**src/rtl/mem_lsu.sv**
```systemverilog
// Memory stage: drives data-bus load/store transactions, aligns store data,
// formats load data, detects misaligned and timed-out accesses and owns the
// MEM/WB pipeline register.
module mem_lsu #(
    parameter int unsigned DBUS_TIMEOUT = 255,
    parameter int unsigned TMO_W        = 16
) (
    input  logic        clk,
    input  logic        cpurst,
    input  logic        ex2mem_wr_reg_ffout,
    input  logic [4:0]  ex2mem_wr_regindex_ffout,
    input  logic [31:0] ex2mem_wr_wdata_ffout,
    input  logic [31:0] ex2mem_memaddr_ffout,
    input  logic [31:0] ex2mem_wr_memwdata_ffout,
    input  logic [2:0]  ex2mem_mem_op_ffout,
    input  logic        ex2mem_mem_en_ffout,
    input  logic        ex2mem_load_ffout,
    input  logic        ex2mem_store_ffout,
    input  logic        ex2mem_exp_ffout,
    input  logic [31:0] ex2mem_pc_ffout,
    input  logic        ex2mem_wr_csrreg_ffout,
    input  logic [11:0] ex2mem_wr_csrindex_ffout,
    input  logic [31:0] ex2mem_wr_csrwdata_ffout,
    input  logic        ex2mem_mret_ffout,
    input  logic        interrupt,
    input  logic        dbus_gnt,
    input  logic        dbus_rvalid,
    input  logic [31:0] dbus_rdata,
    output logic        dbus_req,
    output logic        dbus_we,
    output logic [31:0] dbus_addr,
    output logic [3:0]  dbus_be,
    output logic [31:0] dbus_wdata,
    output logic        mem_stall,
    output logic        mem2wb_wr_reg_ffout,
    output logic [4:0]  mem2wb_wr_regindex_ffout,
    output logic [31:0] mem2wb_wr_wdata_ffout,
    output logic        mem2wb_exp_ffout,
    output logic [3:0]  mem2wb_cause_ffout,
    output logic [31:0] mem2wb_badaddr_ffout,
    output logic [31:0] mem2wb_pc_ffout,
    output logic        mem2wb_wr_csrreg_ffout,
    output logic [11:0] mem2wb_wr_csrindex_ffout,
    output logic [31:0] mem2wb_wr_csrwdata_ffout,
    output logic        mem2wb_mret_ffout
);

    typedef enum logic [1:0] {IDLE = 2'd0, REQ = 2'd1, WAIT = 2'd2} state_t;

    // Counter value seen in the last allowed cycle of REQ/WAIT.
    localparam logic [TMO_W-1:0] TMO_LAST = TMO_W'(DBUS_TIMEOUT - 1);

    state_t            state_q, state_d;
    logic [TMO_W-1:0]  tmo_q, tmo_d;
    logic              flush_q, flush_d;

    logic        flush, misalign, access, timeout;
    logic        req, fault;
    logic [3:0]  be;
    logic [31:0] wdata_al;
    logic [31:0] ld_shift, ld_data;

    logic [1:0] a_lo;
    assign a_lo = ex2mem_memaddr_ffout[1:0];

    assign flush    = mem2wb_exp_ffout | interrupt;
    assign misalign = ex2mem_mem_en_ffout &
                      (((ex2mem_mem_op_ffout[1:0] == 2'b01) & a_lo[0]) |
                       ((ex2mem_mem_op_ffout[1:0] == 2'b10) & (a_lo != 2'b00)));
    assign access   = ex2mem_mem_en_ffout & ~ex2mem_exp_ffout & ~misalign & ~flush;
    assign timeout  = (DBUS_TIMEOUT != 0) && (state_q != IDLE) && (tmo_q == TMO_LAST);

    // Bus transaction FSM: next state, request and stall.
    always_comb begin
        state_d   = state_q;
        req       = 1'b0;
        mem_stall = 1'b0;
        fault     = 1'b0;
        case (state_q)
            IDLE: begin
                req       = access;
                mem_stall = access & ~(ex2mem_store_ffout & dbus_gnt);
                if (access) begin
                    if (dbus_gnt) state_d = ex2mem_store_ffout ? IDLE : WAIT;
                    else          state_d = REQ;
                end
            end
            REQ: begin
                req = 1'b1;
                if (dbus_gnt) begin
                    state_d   = ex2mem_store_ffout ? IDLE : WAIT;
                    mem_stall = ~ex2mem_store_ffout;
                end else if (timeout) begin
                    state_d = IDLE;
                    fault   = 1'b1;
                end else begin
                    mem_stall = 1'b1;
                end
            end
            WAIT: begin
                if (dbus_rvalid) begin
                    state_d = IDLE;
                end else if (timeout) begin
                    state_d = IDLE;
                    fault   = 1'b1;
                end else begin
                    mem_stall = 1'b1;
                end
            end
            default: state_d = IDLE;
        endcase
    end

    // Timeout counter restarts on every entry to REQ/WAIT; the flush flag
    // remembers a flush seen mid-transaction until the transaction completes.
    always_comb begin
        if (state_d == IDLE || state_d != state_q) tmo_d = '0;
        else                                       tmo_d = tmo_q + TMO_W'(1);
        if (state_q != IDLE && state_d != IDLE)    flush_d = flush_q | flush;
        else                                       flush_d = 1'b0;
    end

    // FSM state, timeout counter and flush flag registers.
    always_ff @(posedge clk or posedge cpurst) begin
        if (cpurst) begin
            state_q <= IDLE;
            tmo_q   <= '0;
            flush_q <= 1'b0;
        end else begin
            state_q <= state_d;
            tmo_q   <= tmo_d;
            flush_q <= flush_d;
        end
    end

    // Store lane alignment: byte enables and replicated write data.
    always_comb begin
        be       = 4'b1111;
        wdata_al = ex2mem_wr_memwdata_ffout;
        case (ex2mem_mem_op_ffout[1:0])
            2'b00: begin
                be       = 4'b0001 << a_lo;
                wdata_al = {4{ex2mem_wr_memwdata_ffout[7:0]}};
            end
            2'b01: begin
                be       = a_lo[1] ? 4'b1100 : 4'b0011;
                wdata_al = {2{ex2mem_wr_memwdata_ffout[15:0]}};
            end
            default: ;
        endcase
    end

    // Load formatting: shift the addressed lane down, then extend.
    always_comb begin
        ld_shift = dbus_rdata >> {a_lo, 3'b000};
        case (ex2mem_mem_op_ffout)
            3'b000:  ld_data = {{24{ld_shift[7]}}, ld_shift[7:0]};
            3'b001:  ld_data = {{16{ld_shift[15]}}, ld_shift[15:0]};
            3'b100:  ld_data = {24'h0, ld_shift[7:0]};
            3'b101:  ld_data = {16'h0, ld_shift[15:0]};
            default: ld_data = ld_shift;
        endcase
    end

    // Bus outputs are forced low while reset is held.
    assign dbus_req   = req & ~cpurst;
    assign dbus_we    = ex2mem_store_ffout & ~cpurst;
    assign dbus_addr  = cpurst ? 32'h0 : {ex2mem_memaddr_ffout[31:2], 2'b00};
    assign dbus_be    = cpurst ? 4'h0 : be;
    assign dbus_wdata = cpurst ? 32'h0 : wdata_al;

    // MEM/WB register: NOP on flush, fault/exception records, else pass-through.
    always_ff @(posedge clk or posedge cpurst) begin
        if (cpurst) begin
            mem2wb_wr_reg_ffout      <= 1'b0;
            mem2wb_wr_regindex_ffout <= '0;
            mem2wb_wr_wdata_ffout    <= '0;
            mem2wb_exp_ffout         <= 1'b0;
            mem2wb_cause_ffout       <= '0;
            mem2wb_badaddr_ffout     <= '0;
            mem2wb_pc_ffout          <= '0;
            mem2wb_wr_csrreg_ffout   <= 1'b0;
            mem2wb_wr_csrindex_ffout <= '0;
            mem2wb_wr_csrwdata_ffout <= '0;
            mem2wb_mret_ffout        <= 1'b0;
        end else if (!mem_stall) begin
            mem2wb_wr_reg_ffout      <= 1'b0;
            mem2wb_wr_regindex_ffout <= '0;
            mem2wb_wr_wdata_ffout    <= '0;
            mem2wb_exp_ffout         <= 1'b0;
            mem2wb_cause_ffout       <= '0;
            mem2wb_badaddr_ffout     <= '0;
            mem2wb_pc_ffout          <= '0;
            mem2wb_wr_csrreg_ffout   <= 1'b0;
            mem2wb_wr_csrindex_ffout <= '0;
            mem2wb_wr_csrwdata_ffout <= '0;
            mem2wb_mret_ffout        <= 1'b0;
            if (flush | flush_q) begin
                // leave the NOP written above
            end else if (fault | misalign) begin
                mem2wb_exp_ffout     <= 1'b1;
                mem2wb_cause_ffout   <= fault ? (ex2mem_load_ffout ? 4'd5 : 4'd7)
                                              : (ex2mem_load_ffout ? 4'd4 : 4'd6);
                mem2wb_badaddr_ffout <= ex2mem_memaddr_ffout;
                mem2wb_pc_ffout      <= ex2mem_pc_ffout;
            end else if (ex2mem_exp_ffout) begin
                mem2wb_exp_ffout <= 1'b1;
                mem2wb_pc_ffout  <= ex2mem_pc_ffout;
            end else begin
                mem2wb_wr_reg_ffout      <= ex2mem_wr_reg_ffout;
                mem2wb_wr_regindex_ffout <= ex2mem_wr_regindex_ffout;
                mem2wb_wr_wdata_ffout    <= ex2mem_load_ffout ? ld_data : ex2mem_wr_wdata_ffout;
                mem2wb_pc_ffout          <= ex2mem_pc_ffout;
                mem2wb_wr_csrreg_ffout   <= ex2mem_wr_csrreg_ffout;
                mem2wb_wr_csrindex_ffout <= ex2mem_wr_csrindex_ffout;
                mem2wb_wr_csrwdata_ffout <= ex2mem_wr_csrwdata_ffout;
                mem2wb_mret_ffout        <= ex2mem_mret_ffout;
            end
        end
    end

endmodule

```
**config.mk**
```make
export PLATFORM = sky130hd
export DESIGN_NAME = mem_lsu
export DESIGN_NICKNAME = d
export VERILOG_FILES = /design/src/rtl/mem_lsu.sv
export SDC_FILE = /design/constraint.sdc
export NUM_CORES = 1
export LEC_CHECK = 0
export ABC_AREA = 1
export CORE_ASPECT_RATIO = 0.7
export CORE_MARGIN = 5
export CORE_UTILIZATION = 37
export DETAILED_ROUTE_END_ITERATION = 12
export HOLD_SLACK_MARGIN = 0.08
export PLACE_DENSITY = 0.73
export SLEW_MARGIN = 20
export SYNTH_ARGS = -nofsm -noshare
export SYNTH_HDL_FRONTEND = slang
export SYNTH_SLANG_ARGS = --single-unit
```
**constraint.sdc**
```tcl
create_clock -name clk -period 25.4 [get_ports clk]
set_input_delay 7.62 -clock clk [delete_from_list [all_inputs] [get_ports clk]]
set_output_delay 7.62 -clock clk [all_outputs]
set_load 0.01 [all_outputs]
```
## Word level (Yosys, flattened, before mapping)

Index checks and enable logic that the tools add are counted.
W data, S select, Z words.

- Word-level logic and storage cells: 114
- Bits in registers: 172
- Output and inout port bits: 224

- Bitwise logic cells: 20
- Reduce and logical (&&, ||, !) cells: 10
- Eq/ne operators: 9
- Mux-type cells: 58
- Shift-type cells: 2
- Add/sub/neg operators: 1

Operators with widths:

| kind | count |
|---|---|
| $mux W32 | 12 |
| $pmux W32 S4 | 1 |
| $pmux W32 S2 | 1 |
| $mux W12 | 3 |
| $shr A32 B5 Y32 | 1 |
| $mux W1 | 19 |
| $mux W2 | 9 |
| $add A16 B1 Y16 const B | 1 |
| $eq A16 B8 Y1 const B | 1 |
| $mux W16 | 1 |
| $mux W5 | 3 |
| $and A1 B1 Y1 | 10 |
| $mux W4 | 2 |
| $pmux W4 S2 | 1 |
| $eq A3 B3 Y1 const B | 2 |
| $logic_not A2 Y1 | 3 |
| $mux W3 | 2 |
| $not A1 Y1 | 6 |
| $pmux W2 S3 | 1 |
| $reduce_bool A2 Y1 | 3 |
| $eq A2 B1 Y1 const B | 2 |
| $eq A2 B2 Y1 const B | 2 |
| $or A1 B1 Y1 | 4 |
| $pmux W1 S2 | 2 |
| 7 further kinds | 8 |

## Longest topological paths before layout

- Depth after elaboration: 12
- Depth in mapped cells: 17
- Depth with buffers taken out: 16

## Worst setup path before layout

OpenSTA, ideal clock, no wires.

- Path type: input-to-output
- Start point: in cpurst
- End point: out dbus_wdata[14]
- Required time: 17.780 ns
- Stages: 5
- Arrival: 14.182 ns
- Setup slack: 3.598 ns
- Cell sequence: clkbuf_1 inv_1 clkbuf_1 o21ai_0 nor2_1

- Longest elaborated chain between the ends: 1

Ends and longest elaborated chain:

| what | line | source |
|---|---|---|
| from (decl) | 9 | `input logic cpurst,` |
| $mux W32 | 170 | `assign dbus_wdata = cpurst ? 32'h0 : wdata_al;` |
| to (decl) | 33 | `output logic [31:0] dbus_wdata,` |

No other way between the ends.

## Worst setup path after layout

- Start point: in ex2mem_memaddr_ffout[0]
- End point: out mem_stall

- Longest elaborated chain between the ends: 9
- Elaborated cells between the ends (all ways): 10
- Classes of those cells: 1 x mux; 8 x bitwise; 1 x reduce/logical

Ends and longest elaborated chain:

| what | line | source |
|---|---|---|
| from (decl) | 13 | `input logic [31:0] ex2mem_memaddr_ffout,` |
| $reduce_bool A2 Y1 | 69 | `((ex2mem_mem_op_ffout[1:0] == 2'b10) & (a_lo != 2'b00)));` |
| $and A1 B1 Y1 | 69 |  |
| $or A1 B1 Y1 (*) | 68 | `(((ex2mem_mem_op_ffout[1:0] == 2'b01) & a_lo[0]) \|` |
| $and A1 B1 Y1 (*) | 67 | `assign misalign = ex2mem_mem_en_ffout &` |
| $not A1 Y1 (*) | 70 | `assign access = ex2mem_mem_en_ffout & ~ex2mem_exp_ffout & ~misalign & ~flush;` |
| $and A1 B1 Y1 (*) (2 in a row) | 70 |  |
| $and A1 B1 Y1 (*) | 82 | `mem_stall = access & ~(ex2mem_store_ffout & dbus_gnt);` |
| $pmux W1 S3 (*) | 79 | `case (state_q)` |
| to (decl) | 34 | `output logic mem_stall,` |

Every way passes the cells marked *; elsewhere a longest branch is shown, timed or not.

==> reports/metrics.cfg <==
[run_status]
status=finished, final reports clean

[hold_path]
hp-start=mem2wb_wr_regindex_ffout[3]$_DFFE_PP0N_
min_to=mem2wb_wr_regindex_ffout[3]$_DFFE_PP0N_
min_path_type=flop to flop
holdPathStages=2

[finish]
final_common_cell=clkdlybuf4s50_1
instances_no_fill=1935
syn_to_final_growth_pct=54.03
antenna_cells=0
nets=1827
drive_gt1_share_pct=4.534
final_cell_mix=clkdlybuf4s50_1 (443), nand2_1 (402), dfrtp_1 (171)

[timing]
slew_headroom_pct=36.02
setup_viol=0
hold_viol=0
fmaxAchievable_ghz=0.05376
worst_clock_skew_ps=11.22
tns_ps=0
min_period_over_period_pct=73.23
report.final.slew_viol_count=0
layout_min_cycle_time_ps=18600
tightestPinTransition_ps=956.2
grt_setup_unrepaired=false

[clock_network]
cts_made_buffers=17
cts_tree=done
post_cts_resized=0
cts.path.max_buffers=2
clk_pin_slew_ps=60
post_cts_buffers=0
postCtsHoldBufs=0
cts_root_buf=clkbuf_16
cts.sinks=171
clk_latency_ps=430
htree_num_levels=4

[setup_path]
crit_path_end_kind=output port
rr_worst_depth=12
cp_max_fo=81
worst_ep_arrival_time_ps=10980
rrSetupSlack_ps=22100
crit_path_start_kind=input port
rr_startpoint=state_q[1]$_DFF_PP0_
required_ps=17780
setup.worst_path.class=input port to output port
r2r_end=mem2wb_badaddr_ffout[28]$_DFFE_PP0N_

[logic_synthesis]
synth.largest_area_cell=dfrtp_1
ys_seq_area_share_pct=46.96
syn_area_sq_mm=0.009112
yosys_warnings=0
ys_ff_latch=171
synth.avg_cell_area_sq_um=7.531
netlist.area_leader.share_pct=46.96
synthTopCellsByArea=dfrtp_1 (47%), nand2_1 (17%), nand3_1 (9.3%)
synthDistinctLibCells=42
synthCells=1210

[routing]
first_pass_iters=5
vias=9506
drt_wl_total_mm=35.06
wl_per_cell_um=18.12
dr.max_layer_used=met5
antenna_left=0
drt-initial-drc-count=530
wl_met3_mm=2.788
drc_errors=0
wl_met1_mm=14.39
dr_wl_met2_mm=17.00
viasPerCell=4.913

[floorplanning]
die_w_um=197.6
initial_core_util_pct=37.28
core_area_sq_mm=0.02444
dieArea_sq_mm=0.02792
die_h_um=141.3
io_pins=448
row_count=48

[global_route]
grt_start_max_net_pins=122
gr-total-overflow=0
grtUsageTotal_pct=24.29
grt_pass1_wl_mm=53.45
antenna_found_initial=1
grt_pass1_vias=9242

[pwr]
swShare_pct=39.06
ir_worst_vdd_uv=52.30
power.density_mw_per_mm2=73.27
clockPowerShare_pct=24.3
p_leak_nw=6.593
p_sw_w=0.0004017
p_comb_share_pct=41.7
sequentialPowerShare_pct=34.1
internal_power_w=0.0006268

[place]
place.gp.congestion=0.9004
port_buffers=444
place_inst=1903
dp_hpwl_mm=26.26

[flow_run]
cap_violations=0

cell families (layout without fill, tap and decap cells):
kind of cell | count (synthesis) | after routing | synth area share (%)
adders and majority gates | 6 | 6 | 0.8238
xor gates and xnor gates | 10 | 10 | 0.9611
other | 1 | 3 | 0.04115
buffers and inverters | 165 | 563 | 9.584
and+or+nand+nor | 718 | 718 | 33.20
AOI/OAI and AO/OA | 139 | 139 | 8.431
DFF | 171 | 171 | 46.96
per-layer routing:
metal	track usage, %	vias to the layer above
met5	0	-
met4	6.737	2
met3	6.504	52
met2	40.95	372
met1	31.05	4443
li1	-	4637
worst max-delay path by stage:
stage,slack [ps],startpoint,end,cells after the start
6_report,6800,ex2mem_memaddr_ffout[0],mem_stall,11
5_1_grt,6570,ex2mem_memaddr_ffout[0],mem_stall,11
4_1_cts,6820,ex2mem_memaddr_ffout[0],mem_stall,11
3_5_place_dp,6820,ex2mem_memaddr_ffout[0],mem_stall,11
3_3_place_gp,6900,ex2mem_memaddr_ffout[0],mem_stall,11
2_1_floorplan,3600,cpurst,dbus_wdata[14],5
synth_stat cells (all sizes together):
cell type and count:
a21oi 25, a221oi 1, a22oi 3, a31o 1, a31oi 4, a41oi 1, buf 49, clkbuf 35
clkinv 1, conb 1, dfrtp 171, ha 6, inv 80, nand2 410, nand3 171, nand3b 8
nand4 2, nor2 123, nor3b 1, o211ai 1, o21a 1, o21ai 88, o21bai 2, o22a 1
o22ai 9, o31ai 2, or2 3, xnor2 4, xor2 6
cell type report:
class / count / area [sq um]
Fill cell: 2247 / 10410
Timing Repair Buffer: 450 / 4488
Sequential cell: 171 / 4279
Multi-Input combinational cell: 876 / 3975
Clock buffer: 19 / 452.9
Tap cell: 325 / 406.6
Inverter: 81 / 324.1
Clock inverter: 13 / 110.1
critical path, stage by stage:
cell,delay [ps]
clkdlybuf4s50_1,770
inv_2,340
nand2_4,130
nand2_2,120
nand4_2,140
nand2_1,140
o21ai_2,70
nand2_2,70
nand2_4,300
inv_6,570
clkdlybuf4s50_1,650
power by group through the flow:
stage / sequential [W] / combinational (W) / clock (W)
global route: 0.000356 / 0.000466 / 0.000268
detailed placement: 0.000355 / 0.000431 / 0
global placement: 0.000353 / 0.000428 / 0
floorplan: 0.000376 / 0.000241 / 0
finish: 0.000350 / 0.000428 / 0.000250
CTS: 0.000350 / 0.000432 / 0.000255
flip-flops by register name (all words and copies together), names as in the netlist:
name,count
mem2wb_wr_csrwdata_ffout,32
state_q,2
mem2wb_exp_ffout,1
mem2wb_mret_ffout,1
mem2wb_wr_csrindex_ffout,12
mem2wb_badaddr_ffout,32
flush_q,1
mem2wb_wr_reg_ffout,1
mem2wb_wr_regindex_ffout,5
mem2wb_wr_csrreg_ffout,1
mem2wb_cause_ffout,3
mem2wb_pc_ffout,32
mem2wb_wr_wdata_ffout,32
tmo_q,16
through the flow:
stage	hold slack (ps)	power [W]	area (sq um)	worst slack [ps]	util [%]
finish	477.2	0.001028	14040	6800	57.42
global route	492.1	0.001091	14040	6575	57.42
CTS	482.2	0.001038	14030	6821	57.41
detailed placement	464.0	0.0007853	13470	6823	55.10
global placement	461.9	0.0007810	13470	6896	55.10
floorplan	471.7	0.0006165	9120	3598	-
No activity file was read; power rests on OpenSTA's default activity.
